**config.mk**
```make
export PLATFORM = sky130hd
export DESIGN_NAME = cve2_rvfi_trace_buffer_flat
export DESIGN_NICKNAME = d
export VERILOG_FILES = /design/src/rtl/cve2_rvfi_trace_buffer_if.sv /design/src/rtl/cve2_rvfi_trace_buffer.sv /design/src/flat_wrapper.sv
export SDC_FILE = /design/constraint.sdc
export NUM_CORES = 1
export LEC_CHECK = 0
export CORE_AREA = 2 2 434 436
export DETAILED_ROUTE_END_ITERATION = 8
export DIE_AREA = 0 0 436 438
export PLACE_DENSITY = 0.57
export SYNTH_ARGS = -nofsm -noshare
export SYNTH_HDL_FRONTEND = slang
export SYNTH_SLANG_ARGS = --single-unit
```
**constraint.sdc**
```tcl
create_clock -name clk_i -period 9.1 [get_ports clk_i]
set_clock_uncertainty 0.15 [all_clocks]
set_input_delay 1.82 -clock clk_i [delete_from_list [all_inputs] [get_ports clk_i]]
set_output_delay 1.82 -clock clk_i [all_outputs]
set_load 0.1 [all_outputs]
```
**src/rtl/cve2_rvfi_trace_buffer_if.sv**
```systemverilog
// Retirement-in / trace-out signal bundle for the RVFI trace buffer.
// The master side is the core plus the trace consumer; the slave side is the buffer.
interface cve2_rvfi_trace_buffer_if;
    // Retirement stream from the core's RVFI port
    logic        rvfi_valid;
    logic [31:0] rvfi_pc_rdata;
    logic [31:0] rvfi_insn;
    logic [4:0]  rvfi_rd_addr;
    logic [31:0] rvfi_rd_wdata;
    logic        rvfi_trap;
    logic        rvfi_intr;

    // Drain stream towards debug/trace-port logic
    logic        trace_valid;
    logic        trace_ready;
    logic [31:0] trace_pc;
    logic [31:0] trace_insn;
    logic [4:0]  trace_rd_addr;
    logic [31:0] trace_rd_wdata;
    logic        trace_trap;
    logic        trace_intr;

    modport master (
        output rvfi_valid, rvfi_pc_rdata, rvfi_insn, rvfi_rd_addr, rvfi_rd_wdata,
               rvfi_trap, rvfi_intr, trace_ready,
        input  trace_valid, trace_pc, trace_insn, trace_rd_addr, trace_rd_wdata,
               trace_trap, trace_intr
    );

    modport slave (
        input  rvfi_valid, rvfi_pc_rdata, rvfi_insn, rvfi_rd_addr, rvfi_rd_wdata,
               rvfi_trap, rvfi_intr, trace_ready,
        output trace_valid, trace_pc, trace_insn, trace_rd_addr, trace_rd_wdata,
               trace_trap, trace_intr
    );
endinterface

```
**src/rtl/cve2_rvfi_trace_buffer.sv**
```systemverilog
// On-chip retirement trace buffer: captures RVFI records into a circular buffer,
// optionally after a PC trigger, in one-shot (freeze when full) or wrap (overwrite
// oldest) mode, and drains them head-first over a valid/ready stream.
module cve2_rvfi_trace_buffer #(
    parameter int unsigned Depth     = 16,
    parameter bit          CaptureRd = 1'b1,
    parameter int unsigned OvfWidth  = 16
) (
    input  logic                    clk_i,
    input  logic                    rst_ni,
    input  logic                    enable_i,
    input  logic                    wrap_mode_i,
    input  logic                    trig_en_i,
    input  logic [31:0]             trig_pc_i,
    input  logic                    clear_i,
    cve2_rvfi_trace_buffer_if.slave bus,
    output logic [$clog2(Depth):0]  level_o,
    output logic [OvfWidth-1:0]     ovf_cnt_o,
    output logic [1:0]              state_o
);

    localparam int unsigned PtrW = $clog2(Depth);
    localparam int unsigned LvlW = PtrW + 1;

    typedef enum logic [1:0] {
        StIdle    = 2'd0,
        StArmed   = 2'd1,
        StCapture = 2'd2,
        StFrozen  = 2'd3
    } state_e;

    typedef struct packed {
        logic [31:0] pc;
        logic [31:0] insn;
        logic [4:0]  rd_addr;
        logic [31:0] rd_wdata;
        logic        trap;
        logic        intr;
    } rec_t;

    state_e              state_q, state_d;
    logic [PtrW-1:0]     wr_ptr_q, wr_ptr_d;
    logic [PtrW-1:0]     rd_ptr_q, rd_ptr_d;
    logic [LvlW-1:0]     level_q, level_d;
    logic [OvfWidth-1:0] ovf_q, ovf_d;
    logic                wrap_q;
    rec_t                mem_q [Depth];
    rec_t                wr_rec;
    rec_t                head;

    logic full;
    logic retire;
    logic push;
    logic pop;
    logic overwrite;
    logic drop;
    logic wr_en;
    logic ovf_inc;

    // Decode this cycle's push/pop/overflow events and the next pointer/level/counter values
    always_comb begin
        full      = (level_q == LvlW'(Depth));
        retire    = bus.rvfi_valid & enable_i & ~clear_i;
        push      = retire & ((state_q == StCapture) ||
                              ((state_q == StArmed) && (bus.rvfi_pc_rdata == trig_pc_i)));
        pop       = bus.trace_valid & bus.trace_ready;
        overwrite = push & full & ~pop & wrap_q;
        drop      = push & full & ~pop & ~wrap_q;
        wr_en     = push & ~drop;
        ovf_inc   = overwrite | drop | (retire & (state_q == StFrozen));

        wr_ptr_d  = wr_ptr_q;
        rd_ptr_d  = rd_ptr_q;
        level_d   = level_q;
        ovf_d     = ovf_q;

        if (clear_i) begin
            wr_ptr_d = '0;
            rd_ptr_d = '0;
            level_d  = '0;
            ovf_d    = '0;
        end else begin
            if (wr_en) begin
                wr_ptr_d = wr_ptr_q + PtrW'(1);
            end
            // An overwrite evicts the oldest record, so the head moves just like a pop
            if (pop || overwrite) begin
                rd_ptr_d = rd_ptr_q + PtrW'(1);
            end
            if (wr_en && !overwrite && !pop) begin
                level_d = level_q + LvlW'(1);
            end else if (!wr_en && pop) begin
                level_d = level_q - LvlW'(1);
            end
            if (ovf_inc && (ovf_q != '1)) begin
                ovf_d = ovf_q + OvfWidth'(1);
            end
        end
    end

    // Capture FSM next-state: clear restarts as if from IDLE, disabling always returns to IDLE
    always_comb begin
        state_d = state_q;
        if (clear_i) begin
            if (!enable_i) begin
                state_d = StIdle;
            end else if (trig_en_i) begin
                state_d = StArmed;
            end else begin
                state_d = StCapture;
            end
        end else if (!enable_i) begin
            state_d = StIdle;
        end else begin
            unique case (state_q)
                StIdle:    state_d = trig_en_i ? StArmed : StCapture;
                StArmed,
                StCapture: begin
                    if (push && !wrap_q && (level_d == LvlW'(Depth))) begin
                        state_d = StFrozen;
                    end else if (push) begin
                        state_d = StCapture;
                    end
                end
                StFrozen:  state_d = StFrozen;
            endcase
        end
    end

    // Control state; wrap mode is only latched while capture is disabled
    // NOTE: all sequential state uses non-blocking assignments so every register samples pre-edge values.
    always_ff @(posedge clk_i or negedge rst_ni) begin
        if (!rst_ni) begin
            state_q  <= StIdle;
            wr_ptr_q <= '0;
            rd_ptr_q <= '0;
            level_q  <= '0;
            ovf_q    <= '0;
            wrap_q   <= 1'b0;
        end else begin
            state_q  <= state_d;
            wr_ptr_q <= wr_ptr_d;
            rd_ptr_q <= rd_ptr_d;
            level_q  <= level_d;
            ovf_q    <= ovf_d;
            if (!enable_i) begin
                wrap_q <= wrap_mode_i;
            end
        end
    end

    // Record to store; rd fields are constant zero when not captured
    always_comb begin
        wr_rec.pc       = bus.rvfi_pc_rdata;
        wr_rec.insn     = bus.rvfi_insn;
        wr_rec.rd_addr  = CaptureRd ? bus.rvfi_rd_addr  : 5'd0;
        wr_rec.rd_wdata = CaptureRd ? bus.rvfi_rd_wdata : 32'd0;
        wr_rec.trap     = bus.rvfi_trap;
        wr_rec.intr     = bus.rvfi_intr;
    end

    // Record storage
    // NOTE: the storage array has no reset; entries are only observable once level_q covers them.
    always_ff @(posedge clk_i) begin
        if (wr_en) begin
            mem_q[wr_ptr_q] <= wr_rec;
        end
    end

    // Head record read combinationally and forced to zero while the buffer is empty
    always_comb begin
        head               = mem_q[rd_ptr_q];
        bus.trace_valid    = (level_q != '0);
        bus.trace_pc       = bus.trace_valid ? head.pc : 32'd0;
        bus.trace_insn     = bus.trace_valid ? head.insn : 32'd0;
        bus.trace_rd_addr  = (bus.trace_valid && CaptureRd) ? head.rd_addr : 5'd0;
        bus.trace_rd_wdata = (bus.trace_valid && CaptureRd) ? head.rd_wdata : 32'd0;
        bus.trace_trap     = bus.trace_valid & head.trap;
        bus.trace_intr     = bus.trace_valid & head.intr;
    end

    assign level_o   = level_q;
    assign ovf_cnt_o = ovf_q;
    assign state_o   = state_q;

endmodule

```
**src/flat_wrapper.sv**
```systemverilog
// flat-port wrapper written by rule: the top's interface ports become plain ports
module cve2_rvfi_trace_buffer_flat 
#(
    parameter int unsigned Depth     = 16,
    parameter bit          CaptureRd = 1'b1,
    parameter int unsigned OvfWidth  = 16
)
  (clk_i, rst_ni, enable_i, wrap_mode_i, trig_en_i, trig_pc_i, clear_i, level_o, ovf_cnt_o, state_o, bus_rvfi_valid, bus_rvfi_pc_rdata, bus_rvfi_insn, bus_rvfi_rd_addr, bus_rvfi_rd_wdata, bus_rvfi_trap, bus_rvfi_intr, bus_trace_ready, bus_trace_valid, bus_trace_pc, bus_trace_insn, bus_trace_rd_addr, bus_trace_rd_wdata, bus_trace_trap, bus_trace_intr);
  cve2_rvfi_trace_buffer_if bus_i ();
  input  logic clk_i;
  input  logic rst_ni;
  input  logic enable_i;
  input  logic wrap_mode_i;
  input  logic trig_en_i;
  input  logic [31:0] trig_pc_i;
  input  logic clear_i;
  output logic [$clog2(Depth):0] level_o;
  output logic [OvfWidth-1:0] ovf_cnt_o;
  output logic [1:0] state_o;
  input wire logic [$bits(bus_i.rvfi_valid)-1:0] bus_rvfi_valid;
  input wire logic [$bits(bus_i.rvfi_pc_rdata)-1:0] bus_rvfi_pc_rdata;
  input wire logic [$bits(bus_i.rvfi_insn)-1:0] bus_rvfi_insn;
  input wire logic [$bits(bus_i.rvfi_rd_addr)-1:0] bus_rvfi_rd_addr;
  input wire logic [$bits(bus_i.rvfi_rd_wdata)-1:0] bus_rvfi_rd_wdata;
  input wire logic [$bits(bus_i.rvfi_trap)-1:0] bus_rvfi_trap;
  input wire logic [$bits(bus_i.rvfi_intr)-1:0] bus_rvfi_intr;
  input wire logic [$bits(bus_i.trace_ready)-1:0] bus_trace_ready;
  output wire logic [$bits(bus_i.trace_valid)-1:0] bus_trace_valid;
  output wire logic [$bits(bus_i.trace_pc)-1:0] bus_trace_pc;
  output wire logic [$bits(bus_i.trace_insn)-1:0] bus_trace_insn;
  output wire logic [$bits(bus_i.trace_rd_addr)-1:0] bus_trace_rd_addr;
  output wire logic [$bits(bus_i.trace_rd_wdata)-1:0] bus_trace_rd_wdata;
  output wire logic [$bits(bus_i.trace_trap)-1:0] bus_trace_trap;
  output wire logic [$bits(bus_i.trace_intr)-1:0] bus_trace_intr;
  assign bus_i.rvfi_valid = bus_rvfi_valid;
  assign bus_i.rvfi_pc_rdata = bus_rvfi_pc_rdata;
  assign bus_i.rvfi_insn = bus_rvfi_insn;
  assign bus_i.rvfi_rd_addr = bus_rvfi_rd_addr;
  assign bus_i.rvfi_rd_wdata = bus_rvfi_rd_wdata;
  assign bus_i.rvfi_trap = bus_rvfi_trap;
  assign bus_i.rvfi_intr = bus_rvfi_intr;
  assign bus_i.trace_ready = bus_trace_ready;
  assign bus_trace_valid = bus_i.trace_valid;
  assign bus_trace_pc = bus_i.trace_pc;
  assign bus_trace_insn = bus_i.trace_insn;
  assign bus_trace_rd_addr = bus_i.trace_rd_addr;
  assign bus_trace_rd_wdata = bus_i.trace_rd_wdata;
  assign bus_trace_trap = bus_i.trace_trap;
  assign bus_trace_intr = bus_i.trace_intr;
  cve2_rvfi_trace_buffer #(.Depth(Depth), .CaptureRd(CaptureRd), .OvfWidth(OvfWidth)) u_core (.clk_i(clk_i), .rst_ni(rst_ni), .enable_i(enable_i), .wrap_mode_i(wrap_mode_i), .trig_en_i(trig_en_i), .trig_pc_i(trig_pc_i), .clear_i(clear_i), .bus(bus_i), .level_o(level_o), .ovf_cnt_o(ovf_cnt_o), .state_o(state_o));
endmodule
```
==> flow_summary_export.csv <==
group,metric,value,unit
global_route,grt_pass1_wl,222900,µm
floorplanning,ios,270,
synthesis,ys_top_cells_by_area,"edfxtp_1 (76%), mux4_2 (18%), dfrtp_1 (1.2%), and2_1 (1.1%), clkbuf_1 (0.58%)",
clock_network,h-tree-depth,4,
power_and_ir_drop,p_seq_frac,0.393,
timing,rsz0062_at_grt,"false",
clock_network,cts_setup_buffers,0,
power_and_ir_drop,cellInternalPower,14.69,mW
synthesis,synth-seq-cells,1680,
global_route,grt_use_met1,0.2189,
global_route,grt_pass1_vias,30268,
clock_network,cts_resized,0,
final_layout,layout.nets,3215,
drt,drt.antenna.violating_nets,0,
worst_setup_path,crit_type,"reg2out",
timing,final-hold-violation-count,0,
timing,fmax,147.6,MHz
synthesis,avgSynthCellArea,24.05,µm²
power_and_ir_drop,combPwrFrac,0.282,
timing,max_slew.worst_pin.slew,1.214,ns
clock_network,insertion_delay,0.81,ns
worst_setup_path,timing.critical_path.buf_inv,2,
outcome,status,"complete, no violations",
worst_setup_path,worst_path_most_repeated_cell,"mux4_2",
worst_setup_path,crit_chain,"buf_12, mux4_2, mux4_2, and2_1, clkdlybuf4s50_1",
final_layout,fillers,16254,
drt,drc,0,
clock_network,cts_tree,"done",
worst_setup_path,regToRegEndpoint,"u_core.mem_q[0][24]",
power_and_ir_drop,switchingPower,7.106,mW
worst_hold_path,holdPathEnd,"u_core.ovf_cnt_o[8]",
synthesis,synth_area_leader_cell,"edfxtp_1",
global_route,grt_use_met2,0.2647,
floorplanning,start_util,0.3474,
floorplanning,dieArea,191000,µm²
synthesis,synth_nets,2850,
drt,drt-initial-drc-count,2736,
power_and_ir_drop,irDropWorstVdd,0.3134,mV
synthesis,synth_cell_types,54,
clock_network,cts_num_sinks,1680,
power_and_ir_drop,p_leak,22.99,nW
timing,slew_headroom,0.1883,
worst_setup_path,critPathMaxStageDelay,0.97,ns
global_route,met3_usage,0.03035,
synthesis,synth_edf_count,1648,
worst_setup_path,end_kind,"output pin",
global_route,overflow,0,
worst_setup_path,critPathRequiredTime,7.13,ns
power_and_ir_drop,p_per_area,284.3,nW/µm²
worst_hold_path,holdPathStages,1,
floorplanning,die_w,436,µm
drt,routed_wl,154000,µm
drt,via_per_inst,5.146,
worst_setup_path,critPathTopFamily,"buffers and inverters",
timing,period_needed,6.776,ns
timing,setup_tns,0,ns
worst_hold_path,hp-start,"u_core.ovf_cnt_o[8]",
worst_setup_path,arrival,4.81,ns
timing,slew_violations,0,
clock_network,cts_max_path_buffers,3,
timing,period_share,0.7446,
synthesis,synthFlopType,"edfxtp_1",
final_layout,post-route-util,0.4108,
synthesis,ys_seq_area_frac,0.7757,
synthesis,yosysWarningCount,0,
job,drv_cap,0,
worst_hold_path,min_path_type,"reg2reg",
global_route,grt_start_max_net_pins,137,
worst_setup_path,slowest_stage,"clkdlybuf4s50_1",
power_and_ir_drop,swShare,0.3260,
worst_setup_path,cp-start-kind,"flip-flop",
global_route,antenna_found_initial,30,
timing,setup_viol,0,
synthesis,synth_top_area_share,0.7634,
worst_setup_path,reg2regPathDepth,9,
drt,first_pass_iters,5,
drt,wl_per_cell,27.02,µm
drt,vias,29339,
clock_network,hold_buffers,0,
floorplanning,rows,159,
clock_network,cts_root_buf,"clkbuf_16",
worst_setup_path,ff2ff_setup_slack,4.22,ns
clock_network,numCtsBuffers,173,
floorplanning,core_area,186600,µm²
synthesis,syn_inst,2695,
floorplanning,die_h,438,µm
placement,io_buffers,269,
global_route,top_usage_layer,"met2",
power_and_ir_drop,power.share.clock,0.324,
clock_network,path_clk_slew,0.06,ns
worst_setup_path,rr_startpoint,"u_core.state_o[1]",
placement,gp_congestion,0.7298,
final_layout,final_layout_size_suffix_gt1_frac,0.2679,
synthesis,synth_area,64830,µm²
final_layout,syn_to_final_growth,18.25,%
global_route,grt_util_all_layers,0.1609,
worst_setup_path,path_max_fanout,97,
placement,dp_hpwl,87680,µm
synthesis,async_flop_share,0.01905,
[worst max path at each step]
stage | start | endpoint | slack, ns | cells past startpoint
floorplan | trig_pc_i[28] | u_core.mem_q[4][0] | -2.30 | 8
global placement | bus_rvfi_pc_rdata[1] | u_core.mem_q[0][15] | 1.70 | 9
detailed placement | bus_rvfi_pc_rdata[1] | u_core.mem_q[0][4] | 1.63 | 9
CTS | u_core.rd_ptr_q[0] | bus_trace_rd_wdata[4] | 2.13 | 5
global route | u_core.rd_ptr_q[0] | bus_trace_rd_wdata[23] | 2.05 | 5
finish | u_core.rd_ptr_q[0] | bus_trace_rd_wdata[23] | 2.32 | 5
[power by group through the flow]
stage	logic, mW	clock network [mW]	registers (mW)
final	6.15	7.07	8.57
after CTS	6.30	7.24	8.58
after detailed placement	6.28	0	8.74
after floorplan	4.56	0	8.74
after global placement	6.29	0	8.74
after global routing	6.45	7.53	8.58
[synthesized netlist by cell type, types with 2 or more instances]
master,count
a22oi_1,2
nand2_1,24
and3_1,7
nor2_1,32
ha_1,12
or4_1,6
o31ai_1,3
o211ai_1,3
mux2_1,2
nand3b_1,2
and2_1,114
mux2_2,5
buf_1,35
or3_1,3
or2_2,2
buf_6,2
nand3_1,14
nor3_1,11
nor4_1,6
inv_1,14
o21a_1,2
xnor2_1,16
mux2i_1,6
a31oi_1,2
nor3b_1,3
nand4_1,8
clkbuf_1,100
o21ai_0,6
mux4_2,515
nor2b_1,4
xor2_1,28
dfrtp_1,32
edfxtp_1,1648
a21oi_1,6
[metrics by stage]
stage          hold WS (ns)  area (µm²)  power [mW]  std cells  worst slack, ns
2_1_floorplan        0.3707       64830       13.30       2695           -2.302
3_3_place_gp         0.3525       70950       15.03       5380            1.701
3_5_place_dp         0.3615       70950       15.03       5380            1.625
4_1_cts              0.3724       76640       22.11       5694            2.126
5_1_grt              0.4018       76660       22.56       5700            2.046
6_report             0.3785       76660       21.80       5701            2.324
[worst reg2reg max path: stages (launching register included)]
cell	delay, ns
dfrtp_1	0.43
inv_1	0.11
ha_1	0.35
nand2_1	0.12
or4_1	0.46
o31a_1	0.58
nor3_2	0.66
nor3b_1	0.50
and2_4	0.68
buf_4	0.49
[metal layers]
| metal | vias up | routed length [µm] |
|---|---|---|
| li1 | 12277 | - |
| met1 | 16001 | 65430 |
| met2 | 830 | 76820 |
| met3 | 213 | 8153 |
| met4 | 18 | 3526 |
| met5 | - | 117 |
[area by class of cell]
type | count | area [µm²] | area share
flip-flops and latches | 1680 | 50300 | 0.6562
multi-input cells | 863 | 14020 | 0.1829
clock buffers | 196 | 4415 | 0.05760
repair buffers | 327 | 3441 | 0.04488
well taps | 2495 | 3122 | 0.04072
clock inverters | 118 | 1277 | 0.01666
inverters | 15 | 61.31 | 0.0007998
diodes | 7 | 17.52 | 0.0002285
[layout by cell type (no fill, tap or decap), drive strengths merged, types with 28 or more instances in the layout]
| cell | count |
|---|---|
| mux4 | 515 |
| edfxtp | 1648 |
| clkdlybuf4s50 | 265 |
| xor2 | 28 |
| clkinv | 84 |
| dfrtp | 32 |
| nor2 | 33 |
| and2 | 114 |
| clkbuf | 196 |
| buf | 62 |
[flip-flops by register name, summed over array words and instances, names as in the netlist]
signal / flops
u_core.level_o: 5
u_core.ovf_cnt_o: 16
u_core.mem_q: 1648
u_core.wrap_q: 1
u_core.wr_ptr_q: 4
u_core.rd_ptr_q: 4
u_core.state_o: 2
[cell families after synthesis]
kind of cell,Yosys count,share of synthesized area
buffers and inverters,152,0.009033
xor gates and xnor gates,44,0.005945
adders and majority gates,12,0.002316
and+or+nand+nor,244,0.02171
DFF,1680,0.7757
muxes,528,0.1811
AOI/OAI and AO/OA,35,0.004188
Power figures use the tool's default switching activity.
